$ cat config.mk
export PLATFORM = sky130hd
export DESIGN_NAME = noc_injection_arbiter_flat
export DESIGN_NICKNAME = d
export VERILOG_FILES = /design/src/rtl/noc_injection_arbiter_pkg.sv /design/src/rtl/noc_injection_arbiter_if.sv /design/src/rtl/noc_injection_arbiter_rr.sv /design/src/rtl/noc_injection_arbiter.sv /design/src/flat_wrapper.sv
export SDC_FILE = /design/constraint.sdc
export NUM_CORES = 1
export LEC_CHECK = 0
export CORE_AREA = 2 2 143 145
export DETAILED_ROUTE_END_ITERATION = 10
export DIE_AREA = 0 0 145 147
export PLACE_DENSITY_LB_ADDON = 0.1
export REMOVE_ABC_BUFFERS = 1
export SYNTH_ARGS = -nofsm -noshare
export SYNTH_HDL_FRONTEND = slang
export SYNTH_SLANG_ARGS = --single-unit
export TNS_END_PERCENT = 20
$ cat constraint.sdc
create_clock -name s_axis_aclk -period 7.62 [get_ports s_axis_aclk]
set_clock_uncertainty 0.2 [all_clocks]
set_input_delay 2.286 -clock s_axis_aclk [delete_from_list [all_inputs] [get_ports s_axis_aclk]]
set_output_delay 2.286 -clock s_axis_aclk [all_outputs]
set_load 0.1 [all_outputs]
$ cat src/rtl/noc_injection_arbiter_pkg.sv
// Shared flit-type encodings and lock-state type for the NoC injection path.
package noc_injection_arbiter_pkg;

    localparam int FLIT_TYPE_W = 2;

    localparam logic [FLIT_TYPE_W-1:0] FLIT_HEADER   = 2'b00;
    localparam logic [FLIT_TYPE_W-1:0] FLIT_BODY     = 2'b01;
    localparam logic [FLIT_TYPE_W-1:0] FLIT_TAIL     = 2'b10;
    localparam logic [FLIT_TYPE_W-1:0] FLIT_HEADTAIL = 2'b11;

    typedef enum logic {
        LOCK_IDLE   = 1'b0,
        LOCK_LOCKED = 1'b1
    } lock_state_e;

    // A packet opener is illegal inside a packet, a continuation is illegal outside one.
    function automatic logic flit_order_error(input lock_state_e st,
                                              input logic [FLIT_TYPE_W-1:0] ftype);
        logic err;
        if (st == LOCK_IDLE) begin
            err = (ftype == FLIT_BODY) || (ftype == FLIT_TAIL);
        end else begin
            err = (ftype == FLIT_HEADER) || (ftype == FLIT_HEADTAIL);
        end
        return err;
    endfunction

endpackage

$ cat src/rtl/noc_injection_arbiter_if.sv
// Requester-side and network-side signals of the injection arbiter.
interface noc_injection_arbiter_if #(
    parameter int NumRequesters            = 4,
    parameter int NocDataWidth             = 64,
    parameter int flitTypeSize             = 2,
    parameter int NocVirtualChannelIdWidth = 3,
    parameter int NocBroadcastWidth        = 1
);

    logic [NumRequesters*NocDataWidth-1:0]             req_flit_i;
    logic [NumRequesters*flitTypeSize-1:0]             req_flit_type_i;
    logic [NumRequesters*NocVirtualChannelIdWidth-1:0] req_vc_i;
    logic [NumRequesters*NocBroadcastWidth-1:0]        req_broadcast_i;
    logic [NumRequesters-1:0]                          req_valid_i;
    logic [NumRequesters-1:0]                          req_ready_o;

    logic [NocDataWidth-1:0]                           network_flit_o;
    logic [flitTypeSize-1:0]                           network_flit_type_o;
    logic [NocVirtualChannelIdWidth-1:0]               network_vc_o;
    logic [NocBroadcastWidth-1:0]                      network_broadcast_o;
    logic                                              network_valid_o;
    logic                                              network_ready_i;

    logic [NumRequesters-1:0]                          grant_o;
    logic                                              locked_o;
    logic                                              protocol_error_o;

    modport slave (
        input  req_flit_i, req_flit_type_i, req_vc_i, req_broadcast_i, req_valid_i,
        input  network_ready_i,
        output req_ready_o,
        output network_flit_o, network_flit_type_o, network_vc_o, network_broadcast_o,
        output network_valid_o,
        output grant_o, locked_o, protocol_error_o
    );

    modport master (
        output req_flit_i, req_flit_type_i, req_vc_i, req_broadcast_i, req_valid_i,
        output network_ready_i,
        input  req_ready_o,
        input  network_flit_o, network_flit_type_o, network_vc_o, network_broadcast_o,
        input  network_valid_o,
        input  grant_o, locked_o, protocol_error_o
    );

endinterface

$ cat src/rtl/noc_injection_arbiter_rr.sv
// Combinational round-robin picker: rotate requests by ptr, take lowest set bit, rotate back.
module noc_rr_arbiter #(
    parameter int N    = 4,
    parameter int PtrW = 2
) (
    input  logic [N-1:0]    req_i,
    input  logic [PtrW-1:0] ptr_i,
    output logic [N-1:0]    gnt_o
);

    logic [N-1:0] req_rot;
    logic [N-1:0] gnt_rot;
    logic         found;

    always_comb begin
        req_rot = '0;
        gnt_rot = '0;
        gnt_o   = '0;
        found   = 1'b0;
        for (int i = 0; i < N; i++) begin
            req_rot[i] = req_i[PtrW'((i + int'(ptr_i)) % N)];
        end
        for (int i = 0; i < N; i++) begin
            if (req_rot[i] && !found) begin
                gnt_rot[i] = 1'b1;
                found      = 1'b1;
            end
        end
        for (int i = 0; i < N; i++) begin
            gnt_o[PtrW'((i + int'(ptr_i)) % N)] = gnt_rot[i];
        end
    end

endmodule

$ cat src/rtl/noc_injection_arbiter.sv
// Round-robin, packet-locked sharing of one NoC injection port with a single registered output stage.
//   state       | meaning
//   LOCK_IDLE   | no packet open, round-robin picks among valid requesters
//   LOCK_LOCKED | owner_q has sent a HEADER and holds the port until its TAIL
module noc_injection_arbiter
    import noc_injection_arbiter_pkg::*;
#(
    parameter int NumRequesters            = 4,
    parameter int NocDataWidth             = 64,
    parameter int flitTypeSize             = 2,
    parameter int NocVirtualChannelIdWidth = 3,
    parameter int NocBroadcastWidth        = 1
) (
    input  logic                  s_axis_aclk,
    input  logic                  s_axis_arstn,
    noc_injection_arbiter_if.slave bus
);

    localparam int N    = NumRequesters;
    localparam int DW   = NocDataWidth;
    localparam int TW   = flitTypeSize;
    localparam int VW   = NocVirtualChannelIdWidth;
    localparam int BW   = NocBroadcastWidth;
    localparam int PtrW = (N > 1) ? $clog2(N) : 1;

    lock_state_e     state_q, state_d;
    logic [PtrW-1:0] owner_q, owner_d;
    logic [PtrW-1:0] rr_ptr_q, rr_ptr_d;

    logic [DW-1:0]   flit_q, flit_d;
    logic [TW-1:0]   ftype_q, ftype_d;
    logic [VW-1:0]   vc_q, vc_d;
    logic [BW-1:0]   bcast_q, bcast_d;
    logic            valid_q, valid_d;
    logic            err_q, err_d;

    logic [N-1:0]    arb_gnt;
    logic [N-1:0]    grant;
    logic [N-1:0]    ready;
    logic            load_en;
    logic            accept;
    logic            order_err;
    logic [PtrW-1:0] sel_idx;
    logic [DW-1:0]   sel_flit;
    logic [TW-1:0]   sel_type;
    logic [VW-1:0]   sel_vc;
    logic [BW-1:0]   sel_bcast;

    function automatic logic [PtrW-1:0] ptr_inc(input logic [PtrW-1:0] p);
        return (p == PtrW'(N - 1)) ? '0 : p + 1'b1;
    endfunction

    noc_rr_arbiter #(
        .N    (N),
        .PtrW (PtrW)
    ) u_rr_arbiter (
        .req_i (bus.req_valid_i),
        .ptr_i (rr_ptr_q),
        .gnt_o (arb_gnt)
    );

    // Grant is suppressed during reset so no requester sees a handshake that the flops drop.
    always_comb begin
        load_en = !valid_q || bus.network_ready_i;
        grant   = '0;
        if (s_axis_arstn) begin
            if (state_q == LOCK_LOCKED) begin
                grant[owner_q] = 1'b1;
            end else begin
                grant = arb_gnt;
            end
        end
        ready  = grant & {N{load_en}};
        accept = |(bus.req_valid_i & ready);

        sel_idx   = '0;
        sel_flit  = '0;
        sel_type  = '0;
        sel_vc    = '0;
        sel_bcast = '0;
        for (int i = 0; i < N; i++) begin
            if (grant[i]) begin
                sel_idx   = PtrW'(i);
                sel_flit  = bus.req_flit_i[i*DW +: DW];
                sel_type  = bus.req_flit_type_i[i*TW +: TW];
                sel_vc    = bus.req_vc_i[i*VW +: VW];
                sel_bcast = bus.req_broadcast_i[i*BW +: BW];
            end
        end
        order_err = flit_order_error(state_q, sel_type[FLIT_TYPE_W-1:0]);
    end

    always_ff @(posedge s_axis_aclk) begin
        if (!s_axis_arstn) begin
            state_q  <= LOCK_IDLE;
            owner_q  <= '0;
            rr_ptr_q <= '0;
        end else begin
            state_q  <= state_d;
            owner_q  <= owner_d;
            rr_ptr_q <= rr_ptr_d;
        end
    end

    // Misordered flits are still forwarded; they never move the lock or the pointer.
    always_comb begin
        state_d  = state_q;
        owner_d  = owner_q;
        rr_ptr_d = rr_ptr_q;
        if (accept) begin
            case (state_q)
                LOCK_IDLE: begin
                    if (sel_type[FLIT_TYPE_W-1:0] == FLIT_HEADER) begin
                        state_d = LOCK_LOCKED;
                        owner_d = sel_idx;
                    end else if (sel_type[FLIT_TYPE_W-1:0] == FLIT_HEADTAIL) begin
                        rr_ptr_d = ptr_inc(sel_idx);
                    end
                end
                LOCK_LOCKED: begin
                    if (sel_type[FLIT_TYPE_W-1:0] == FLIT_TAIL) begin
                        state_d  = LOCK_IDLE;
                        rr_ptr_d = ptr_inc(owner_q);
                    end
                end
                default: state_d = LOCK_IDLE;
            endcase
        end
    end

    always_comb begin
        flit_d  = flit_q;
        ftype_d = ftype_q;
        vc_d    = vc_q;
        bcast_d = bcast_q;
        valid_d = valid_q;
        err_d   = accept && order_err;
        if (load_en) begin
            valid_d = accept;
            if (accept) begin
                flit_d  = sel_flit;
                ftype_d = sel_type;
                vc_d    = sel_vc;
                bcast_d = sel_bcast;
            end
        end
    end

    always_ff @(posedge s_axis_aclk) begin
        if (!s_axis_arstn) begin
            flit_q  <= '0;
            ftype_q <= '0;
            vc_q    <= '0;
            bcast_q <= '0;
            valid_q <= 1'b0;
            err_q   <= 1'b0;
        end else begin
            flit_q  <= flit_d;
            ftype_q <= ftype_d;
            vc_q    <= vc_d;
            bcast_q <= bcast_d;
            valid_q <= valid_d;
            err_q   <= err_d;
        end
    end

    always_comb begin
        bus.req_ready_o         = ready;
        bus.grant_o             = grant;
        bus.locked_o            = (state_q == LOCK_LOCKED);
        bus.network_flit_o      = flit_q;
        bus.network_flit_type_o = ftype_q;
        bus.network_vc_o        = vc_q;
        bus.network_broadcast_o = bcast_q;
        bus.network_valid_o     = valid_q;
        bus.protocol_error_o    = err_q;
    end

endmodule

$ cat src/flat_wrapper.sv
// flat-port wrapper written by rule: the top's interface ports become plain ports
module noc_injection_arbiter_flat import noc_injection_arbiter_pkg::*;
#(
    parameter int NumRequesters            = 4,
    parameter int NocDataWidth             = 64,
    parameter int flitTypeSize             = 2,
    parameter int NocVirtualChannelIdWidth = 3,
    parameter int NocBroadcastWidth        = 1
)
  (s_axis_aclk, s_axis_arstn, bus_req_flit_i, bus_req_flit_type_i, bus_req_vc_i, bus_req_broadcast_i, bus_req_valid_i, bus_network_ready_i, bus_req_ready_o, bus_network_flit_o, bus_network_flit_type_o, bus_network_vc_o, bus_network_broadcast_o, bus_network_valid_o, bus_grant_o, bus_locked_o, bus_protocol_error_o);
  noc_injection_arbiter_if #(.NumRequesters(NumRequesters), .NocDataWidth(NocDataWidth), .flitTypeSize(flitTypeSize), .NocVirtualChannelIdWidth(NocVirtualChannelIdWidth), .NocBroadcastWidth(NocBroadcastWidth)) bus_i ();
  input  logic s_axis_aclk;
  input  logic s_axis_arstn;
  input wire logic [$bits(bus_i.req_flit_i)-1:0] bus_req_flit_i;
  input wire logic [$bits(bus_i.req_flit_type_i)-1:0] bus_req_flit_type_i;
  input wire logic [$bits(bus_i.req_vc_i)-1:0] bus_req_vc_i;
  input wire logic [$bits(bus_i.req_broadcast_i)-1:0] bus_req_broadcast_i;
  input wire logic [$bits(bus_i.req_valid_i)-1:0] bus_req_valid_i;
  input wire logic [$bits(bus_i.network_ready_i)-1:0] bus_network_ready_i;
  output wire logic [$bits(bus_i.req_ready_o)-1:0] bus_req_ready_o;
  output wire logic [$bits(bus_i.network_flit_o)-1:0] bus_network_flit_o;
  output wire logic [$bits(bus_i.network_flit_type_o)-1:0] bus_network_flit_type_o;
  output wire logic [$bits(bus_i.network_vc_o)-1:0] bus_network_vc_o;
  output wire logic [$bits(bus_i.network_broadcast_o)-1:0] bus_network_broadcast_o;
  output wire logic [$bits(bus_i.network_valid_o)-1:0] bus_network_valid_o;
  output wire logic [$bits(bus_i.grant_o)-1:0] bus_grant_o;
  output wire logic [$bits(bus_i.locked_o)-1:0] bus_locked_o;
  output wire logic [$bits(bus_i.protocol_error_o)-1:0] bus_protocol_error_o;
  assign bus_i.req_flit_i = bus_req_flit_i;
  assign bus_i.req_flit_type_i = bus_req_flit_type_i;
  assign bus_i.req_vc_i = bus_req_vc_i;
  assign bus_i.req_broadcast_i = bus_req_broadcast_i;
  assign bus_i.req_valid_i = bus_req_valid_i;
  assign bus_i.network_ready_i = bus_network_ready_i;
  assign bus_req_ready_o = bus_i.req_ready_o;
  assign bus_network_flit_o = bus_i.network_flit_o;
  assign bus_network_flit_type_o = bus_i.network_flit_type_o;
  assign bus_network_vc_o = bus_i.network_vc_o;
  assign bus_network_broadcast_o = bus_i.network_broadcast_o;
  assign bus_network_valid_o = bus_i.network_valid_o;
  assign bus_grant_o = bus_i.grant_o;
  assign bus_locked_o = bus_i.locked_o;
  assign bus_protocol_error_o = bus_i.protocol_error_o;
  noc_injection_arbiter #(.NumRequesters(NumRequesters), .NocDataWidth(NocDataWidth), .flitTypeSize(flitTypeSize), .NocVirtualChannelIdWidth(NocVirtualChannelIdWidth), .NocBroadcastWidth(NocBroadcastWidth)) u_core (.s_axis_aclk(s_axis_aclk), .s_axis_arstn(s_axis_arstn), .bus(bus_i));
endmodule
==> run metrics <==
share of the synthesized area in the top cell type 29.6%; largest net degree at the start of global routing 69; H-tree levels 3; first-pass GRT wire length 35.8 mm; Overall Power 2870 uW; Avg Cell Area, Syn 7.57 um^2; Distinct cells, synth 54; Max Freq 0.135 GHz; grt total ovfl 0; initial core utilization 26.2%; ratio of cells with drive above 1 in the final layout 5.70%; Setup Fix Bufs, Post-CTS 0; RePlAce Congestion 0.835; yosys warns 0; clock latency at the later pin of the worst-skew pair 0.34 ns; Final min period 7.43 ns; CTS buffer count 9; FILL cells 1992; Yosys top cell by area dfxtp_1; Crit Path Category input pin to primary output; max-slew violations 0; DIE WIDTH 145 um; Post-synth EDFFs 0; CTS Root Cell clkbuf_16; CP required 5.13 ns; async set-reset flop share out of synthesis 0%; hold path startpoint u_core.bus.network_flit_o[4]; vias per cell 5.00; final count of hold timing violations 0; worst hold path depth 2; Die Span Y 147 um; PortBufs 367; register-to-register path setup slack 2.00 ns; WL final 23.1 mm; vias in the first global route 6298; WL per Instance 17.9 um; max_cap viols 0; maximum VDD drop 0.000169 V; r2r startpoint u_core.rr_ptr_q[0]; # resized after CTS 0; Reg-to-Reg End u_core.owner_q[0]; worst hold margin 0.250 ns; Synth area leaders dfxtp_1 30%, a221o_1 9.4%, a21oi_1 8.9%; unrepaired setup endpoints after global routing no; Multi-input gate area 0.00335 mm^2; Post-Syn Area 0.00520 mm^2; Site Rows 52; worst-path fanout max 9; die footprint 0.0213 mm^2; core area 0.0198 mm^2; Hold Crit Class flop to flop; R2R cell count 17; nets@finish 1314; synthesis-stage register bit count 77; DP Wirelength 17.1 mm; Max Buffers Root-to-Sink 2; io pins 368; number of antenna violations at the first check in global routing 1; CTS tree done; ys flop type dfxtp_1; status complete, no violations; Slew headroom 29.6%; Area after DPL 0.00913 mm^2; Tcrit/Tclk final 97.5%; crit start category input pin; Antenna Nets Post-Route 0; GR Util All Layers 21.0%; actual slew at the worst max-slew pin 1.05 ns; Lkg Pwr 0.00343 uW; Seq/Total Area, Yosys 29.6%; Final Cell Area 0.00948 mm^2; DRC Markers 0; Pwr Density 303 mW/mm^2; Clk pin slew, worst setup/hold paths 0.06 ns; worst path arrival time 4.94 ns; hold endpoint u_core.bus.network_flit_o[4]; cts hold-fix bufs 0; Sequential Area 0.00154 mm^2; Iter 0 DRT Violations 259; Via Count 6442; drt pass-1 iters 5; Num Clock Sinks 77; Setup Viol. Count Final 0; Area Growth Syn to Fin 82.3%; kind of capture point of the worst setup path primary output; Post-Synthesis Cells 687
==> report_power, final <==
part / total, uW / switching, uW / internal [uW]
Sequential: 546 / 53.2 / 493
Clock: 507 / 179 / 328
Combinational: 1820 / 1230 / 591
==> worst max-delay path, stage by stage <==
cell	delay (ns)
clkdlybuf4s50_1	0.62
or3b_2	0.47
a2111oi_0	0.43
a21o_1	0.20
a311oi_1	0.14
or2_2	0.37
nor2_1	0.20
buf_12	0.20
==> how the worst max path moves through the flow <==
| stage | startpoint | end | slack [ns] |
|---|---|---|---|
| floorplan | bus_req_valid_i[1] | u_core.rr_ptr_q[0] | -0.90 |
| finish | bus_req_valid_i[3] | bus_req_ready_o[3] | 0.19 |
| detailed placement | bus_req_valid_i[3] | bus_req_ready_o[3] | 0.22 |
| CTS | bus_req_valid_i[3] | bus_req_ready_o[3] | 0.20 |
| global placement | bus_req_valid_i[3] | bus_req_ready_o[3] | 0.24 |
| global route | bus_req_valid_i[3] | bus_req_ready_o[3] | 0.02 |
==> placed cells by master (no fill, tap or decap), types with 2 or more instances in the layout <==
| master | instances |
|---|---|
| dfxtp_1 | 77 |
| nor3_1 | 26 |
| or2_1 | 2 |
| bufinv_16 | 3 |
| clkbuf_16 | 9 |
| a221oi_1 | 25 |
| o221ai_1 | 2 |
| mux2i_1 | 4 |
| inv_1 | 8 |
| a31oi_1 | 2 |
| nor3b_1 | 2 |
| buf_4 | 16 |
| a221o_1 | 49 |
| buf_12 | 8 |
| clkinv_2 | 2 |
| and3_1 | 3 |
| or2_2 | 2 |
| mux4_2 | 3 |
| a21oi_1 | 92 |
| nor2_1 | 75 |
| clkdlybuf4s50_1 | 358 |
| a21boi_1 | 42 |
| or3_1 | 47 |
| nor2b_1 | 4 |
| a2111oi_0 | 2 |
| ha_1 | 14 |
| o21a_1 | 2 |
| o21ai_0 | 33 |
| nand2b_1 | 8 |
| a21boi_0 | 5 |
| nand2_1 | 62 |
| clkinvlp_4 | 2 |
==> synth_stat cells, types with 4 or more instances <==
master and instances:
a21oi_1 93, dfxtp_1 77, nor2_1 76, nand2_1 62, a221o_1 49, or3_1 47, clkbuf_1 43, a21boi_1 42
o21ai_0 33, nor3_1 26, a221oi_1 25, buf_2 14, ha_1 14, inv_1 8, nand2b_1 8, a21boi_0 5
buf_1 5, buf_4 5, mux2i_1 4, nor2b_1 4
==> sequential cells by signal, summed over array words and instances, names as in the netlist <==
name,count
u_core.bus.locked_o,1
u_core.bus.network_broadcast_o,1
u_core.bus.network_flit_o,64
u_core.bus.network_flit_type_o,2
u_core.bus.network_valid_o,1
u_core.bus.network_vc_o,3
u_core.bus.protocol_error_o,1
u_core.owner_q,2
u_core.rr_ptr_q,2
==> final cells by class <==
class                      instances  share of cell area [%]
antenna                            1                  0.0264
multi-input combinational        532                    35.3
tap                              270                    3.56
sequential                        77                    16.3
clock inverter                     6                    1.16
timing repair buffer             383                    40.8
inverter                          10                   0.409
clock buffer                      10                    2.52
==> per-stage QoR <==
stage	setup slack, ns	cells	TNS (ns)	util (%)
after floorplan	-0.904	619	-19.28	-
after global placement	0.238	1272	0	46.0
after detailed placement	0.224	1272	0	46.0
after CTS	0.204	1288	0	47.8
after global routing	0.0210	1289	0	47.8
final	0.194	1289	0	47.8
==> cells by family (layout without fill, tap and decap cells) <==
kind of cell	Yosys count	after routing	synth area share (%)
AOI/OAI and AO/OA	269	269	36.1
xor gates and xnor gates	1	1	0.168
adders and majority gates	14	14	3.37
buffers and inverters	78	409	6.47
DFF	77	77	29.6
muxes	8	8	2.29
other	0	1	0
and+or+nand+nor	240	240	22.0
==> metal layers <==
| layer | track usage, % | vias to the layer above | part of all wire [%] |
|---|---|---|---|
| li1 | - | 3210 | - |
| met1 | 25.5 | 2931 | 42 |
| met2 | 36.6 | 282 | 48 |
| met3 | 5.68 | 19 | 7.9 |
| met4 | 5.99 | 0 | 1.5 |
| met5 | 0 | - | 0 |
No activity file was read; power rests on OpenSTA's default activity.
